**config.mk**
```make
export PLATFORM = sky130hd
export DESIGN_NAME = voice_env_sequencer
export DESIGN_NICKNAME = d
export VERILOG_FILES = /design/src/rtl/voice_env_sequencer.sv
export SDC_FILE = /design/constraint.sdc
export NUM_CORES = 1
export LEC_CHECK = 0
export BUFFER_PORTS_ARGS = -buffer_cell sky130_fd_sc_hd__buf_4
export CAP_MARGIN = 5
export CORE_MARGIN = 1.5
export CORE_UTILIZATION = 50
export CTS_BUF_LIST = sky130_fd_sc_hd__clkbuf_8
export DETAILED_ROUTE_END_ITERATION = 12
export GPL_TIMING_DRIVEN = 0
export PLACE_DENSITY_LB_ADDON = 0.08
export RECOVER_POWER = 50
export SLEW_MARGIN = 20
export SYNTH_ARGS = -nofsm -noshare
export SYNTH_HDL_FRONTEND = slang
export SYNTH_SLANG_ARGS = --single-unit
```
**constraint.sdc**
```tcl
create_clock -name sCLK_XVXENVS -period 3.7 [get_ports sCLK_XVXENVS]
set_input_delay 0.185 -clock sCLK_XVXENVS [delete_from_list [all_inputs] [get_ports sCLK_XVXENVS]]
set_output_delay 0.185 -clock sCLK_XVXENVS [all_outputs]
set_load 0.02 [all_outputs]
```
**src/rtl/voice_env_sequencer.sv**
```systemverilog
// Frame slot sequencer for the voice/osc/envelope pipeline: sweeps the
// {voice, osc, env} slot counter, then drains the strobe and delay lines.
module voice_env_sequencer #(
    parameter int VOICES       = 8,
    parameter int V_OSC        = 4,
    parameter int O_ENVS       = 2,
    parameter int FLUSH_CYCLES = 16,
    parameter int V_WIDTH      = $clog2(VOICES),
    parameter int O_WIDTH      = $clog2(V_OSC),
    parameter int OE_WIDTH     = $clog2(O_ENVS),
    parameter int E_WIDTH      = O_WIDTH + OE_WIDTH,
    parameter int V_ENVS       = V_OSC * O_ENVS,
    parameter int x_offset     = (V_OSC * VOICES) - 2
) (
    input  logic                                sCLK_XVXENVS,
    input  logic                                reset,
    input  logic                                enable,
    input  logic                                sample_tick,
    input  logic                                overrun_clr,
    output logic [V_WIDTH+E_WIDTH-1:0]          xxxx,
    output logic [V_WIDTH-1:0]                  vx,
    output logic [O_WIDTH-1:0]                  ox,
    output logic [OE_WIDTH-1:0]                 ex,
    output logic [x_offset:0][O_WIDTH-1:0]      ox_dly,
    output logic [V_OSC+2:0]                    sh_voice_reg,
    output logic [V_ENVS:0]                     sh_osc_reg,
    output logic                                busy,
    output logic                                frame_done,
    output logic                                overrun
);

    localparam int XW = V_WIDTH + E_WIDTH;
    localparam int N  = VOICES * V_ENVS;
    localparam int FW = (FLUSH_CYCLES > 1) ? $clog2(FLUSH_CYCLES) : 1;

    typedef enum logic [1:0] {
        IDLE,
        SWEEP,
        FLUSH
    } state_t;

    state_t            state;
    state_t            state_next;
    logic [XW-1:0]     xxxx_next;
    logic [FW-1:0]     flush_cnt;
    logic [FW-1:0]     flush_next;
    logic              overrun_next;
    logic              flush_last;

    logic [V_ENVS:1]                osc_q;
    logic [V_OSC+2:1]               voice_q;
    logic [x_offset:1][O_WIDTH-1:0] ox_q;

    assign vx = xxxx[XW-1:E_WIDTH];
    assign ox = xxxx[E_WIDTH-1:OE_WIDTH];
    assign ex = xxxx[OE_WIDTH-1:0];

    assign busy       = (state != IDLE);
    assign flush_last = (flush_cnt == FW'(FLUSH_CYCLES - 1));
    assign frame_done = (state == FLUSH) && flush_last;

    always_ff @(posedge sCLK_XVXENVS) begin
        if (reset) begin
            state     <= IDLE;
            xxxx      <= '0;
            flush_cnt <= '0;
            overrun   <= 1'b0;
        end else begin
            state     <= state_next;
            xxxx      <= xxxx_next;
            flush_cnt <= flush_next;
            overrun   <= overrun_next;
        end
    end

    always_comb begin
        state_next = state;
        xxxx_next  = '0;
        flush_next = '0;
        unique case (state)
            IDLE: begin
                if (sample_tick && enable) state_next = SWEEP;
            end
            SWEEP: begin
                if (xxxx == XW'(N - 1)) state_next = FLUSH;
                else xxxx_next = xxxx + 1'b1;
            end
            FLUSH: begin
                if (flush_last) state_next = IDLE;
                else flush_next = flush_cnt + 1'b1;
            end
            default: state_next = IDLE;
        endcase
    end

    // A tick during a busy frame is dropped; its flag beats a same-cycle clear.
    always_comb begin
        overrun_next = overrun;
        if (sample_tick && busy) overrun_next = 1'b1;
        else if (overrun_clr) overrun_next = 1'b0;
    end

    assign sh_osc_reg   = {osc_q, (state == SWEEP) && (ex == '0)};
    assign sh_voice_reg = {voice_q, (state == SWEEP) && (ox == '0) && (ex == '0)};
    assign ox_dly       = {ox_q, ox};

    always_ff @(posedge sCLK_XVXENVS) begin
        if (reset) begin
            osc_q   <= '0;
            voice_q <= '0;
            ox_q    <= '0;
        end else begin
            osc_q   <= sh_osc_reg[V_ENVS-1:0];
            voice_q <= sh_voice_reg[V_OSC+1:0];
            ox_q    <= ox_dly[x_offset-1:0];
        end
    end

endmodule

```
==> results.tsv <==
metric	value	unit
status	complete, no violations	
top cell family by delay on the critical path	flip-flops	
1st-iter DRT viols	49	
leakage	0.00156	uW
Synth top area share	67.0	%
Multi-input gate area	751	um2
Area Growth Syn to Fin	36.1	%
CP Buf/Inv Count	0	
Synth Net Count	230	
first-pass GRT wire length	7160	um
setup tns final	0	ns
CTS tree	built	
DP Area	3420	um2
crit path time final	1.53	ns
Req. time, crit path	3.96	ns
Worst Path Max Fanout	9	
All-Layer GR Usage	16.9	%
Starting Density	51.2	%
Slew Viols, Final	0	
Max-Cap Viols	0	
Worst-Skew Late Latency	0.33	ns
top cells by area, synth	dfxtp_1, nor2b_1, buf_4, nor2_1, xor2_1	
Fin. Hold Viols	0	
HPWL after DPL	3370	um
cts hold-fix bufs	0	
sequential power share	58.2	%
Peak VDD IR	0.000295	V
worst-margin pin slew	0.415	ns
Setup crit end kind	flop	
fraction of layout cells with a size suffix above 1	32.7	%
DRT Pass-1 Iters	4	
Crit Path Class	reg2reg	
vias	1773	
vias in the first global route	1596	
flop2flop setup slack	2.17	ns
clock transition at the registers of the reported paths	0.08	ns
Boundary Pins	98	
Syn Inst Count	223	
CTS sink cnt	87	
Inserted Diodes	0	
ANT nets after route	0	
Power Internal	1270	uW
core area	5070	um2
Worst path max stage delay	0.51	ns
clock share of power	38.9	%
arrival time worst endpoint	1.79	ns
Total Routed Length	4690	um
nets	338	
post-route cell area	3540	um2
CTS resizes	0	
Chip Height	75.1	um
worst min-delay path category	in2reg	
Power, Total	1620	uW
f_max	654	MHz
total setup buffers inserted after CTS	0	
Hold Path Origin	sample_tick	
Tcrit/Tclk final	41.3	%
part of the power in combinational logic	2.9	%
filler cell count	446	
pwr dens	458	nW/um2
row count	26	
worst reg2reg path startpoint	xxxx[0]$_SDFF_PP0_	
number of port buffers	97	
register bit count reported by yosys	87	
Synth Warn #	0	
initial antenna violation count	0	
die width	75.1	um
drt via density	4.37	
largest net degree at the start of global routing	16	
Final setup viols	0	
slew margin rel.	72.3	%
Clock Skew	0.00481	ns
syn_area_per_cell	11.7	um2
# H-tree levels	3	
Final Wtd Congestion	0.697	
Seq/Total Area, Yosys	67.0	%
Post-Synthesis Cell Area	2600	um2
Sw Pwr	350	uW
DR DRC count	0	
Die Footprint	5640	um2
register area	1740	um2
unrepaired setup endpoints after global routing	no	
Worst setup SP type	flop	
Longest Clk Path Bufs	2	
cell taking the most area after synthesis	dfxtp_1	
switching share of power	21.6	%
Crit. Startpoint	xxxx[0]$_SDFF_PP0_	
Netlist cell types	26	
grt ovf	0	
Crit-path slowest cell	dfxtp_1	
cells along the critical path	ha_1 -> nand4_2 -> or3_1 -> a21oi_1	
Wirelength per Cell	11.5	um
Num CTS Buffers	9	
Root Driver	clkbuf_8	
==> area by class of cell <==
| type | count | area share [%] |
|---|---|---|
| Clock buffer | 9 | 3.50 |
| Timing Repair Buffer | 97 | 18.7 |
| Tap cell | 70 | 2.47 |
| Sequential cell | 87 | 49.2 |
| Clock inverter | 7 | 2.09 |
| Multi-Input combinational cell | 117 | 21.2 |
| Buffer | 16 | 2.55 |
| Inverter | 3 | 0.318 |
==> cell usage in the layout (no fill, tap or decap) <==
cell type,n
buf_4,87
dfxtp_1,87
nor2b_1,72
clkbuf_1,26
nor2_1,9
clkbuf_8,9
nand2b_1,4
nand3_1,4
inv_1,4
nor2_2,3
xor2_1,3
clkinvlp_4,3
nor4_1,2
o21ai_0,2
xnor2_1,2
nand2_1,2
or3_1,2
a21oi_1,2
ha_1,2
or2_2,1
nand4_2,1
or3b_4,1
o21bai_4,1
nand3b_1,1
a211oi_1,1
or3b_1,1
a21oi_2,1
clkinv_4,1
inv_6,1
bufinv_16,1
==> layer usage <==
metal	up-vias	track usage, %	share of wire (%)
met1	802	21.4	47
met2	65	26.4	45
met4	0	9.09	1.1
li1	900	-	-
met5	-	0	0
met3	6	4.55	6.4
==> cell usage after synthesis <==
master / instances
buf_4: 8
clkbuf_1: 3
nand4_2: 1
or3b_4: 1
or2_2: 1
nand2_1: 2
nor2b_1: 72
xor2_1: 3
nand3b_1: 1
xnor2_1: 2
a21oi_1: 2
inv_1: 3
o21bai_4: 1
or3b_1: 1
ha_1: 2
or3_1: 2
nand3_1: 4
nor2_1: 9
buf_2: 5
nor4_1: 2
dfxtp_1: 87
nor2_2: 3
o21ai_0: 2
nand2b_1: 4
a21oi_2: 1
a211oi_1: 1
==> per-stage QoR <==
| step | hold slack (ns) | utilization, % | setup slack (ns) | instances |
|---|---|---|---|---|
| global placement | 0.432 | 67.3 | 2.24 | 390 |
| floorplan | 0.321 | - | 2.21 | 223 |
| global route | 0.123 | 69.7 | 2.05 | 406 |
| detailed placement | 0.435 | 67.3 | 2.19 | 390 |
| CTS | 0.0939 | 71.2 | 2.16 | 406 |
| finish | 0.108 | 69.7 | 2.17 | 406 |
==> cells by family (layout without fill, tap and decap cells) <==
group / Yosys count / in the layout / share of synthesized area, %
xor+xnor: 5 / 5 / 1.68
compound gates: 7 / 7 / 2.12
buf+inv: 19 / 132 / 4.14
fa+ha+maj: 2 / 2 / 0.962
simple gates: 103 / 103 / 24.1
flops: 87 / 87 / 67.0
==> final timing paths <==
kind / to / depth (start not counted)
min reg2reg: flush_cnt[0]$_SDFF_PP0_ / 1
max reg2reg: state[1]$_SDFFE_PP0P_ / 4
min: overrun$_SDFFE_PP0P_ / 3
max: state[1]$_SDFFE_PP0P_ / 4
==> registers in the layout (all words and copies together), names as in the netlist <==
name / count
flush_cnt: 4
osc_q: 8
overrun: 1
ox_dly: 60
state: 2
voice_q: 6
xxxx: 6
==> worst reg2reg max path: cells and delay by family (launching register included) <==
| kind | cells | cell delay, ns |
|---|---|---|
| DFF | 1 | 0.51 |
| and+or+nand+nor | 2 | 0.51 |
| adders and majority gates | 1 | 0.29 |
| AOI/OAI and AO/OA | 1 | 0.14 |
==> power groups by stage <==
| stage | Clock, uW | Combinational (uW) | Sequential (uW) |
|---|---|---|---|
| after CTS | 646 | 49.3 | 943 |
| after global routing | 687 | 50.9 | 944 |
| final | 631 | 46.5 | 943 |
| after global placement | 0 | 48.9 | 965 |
| after floorplan | 0 | 25.4 | 969 |
| after detailed placement | 0 | 49.2 | 965 |
No activity file was read; power rests on OpenSTA's default activity.
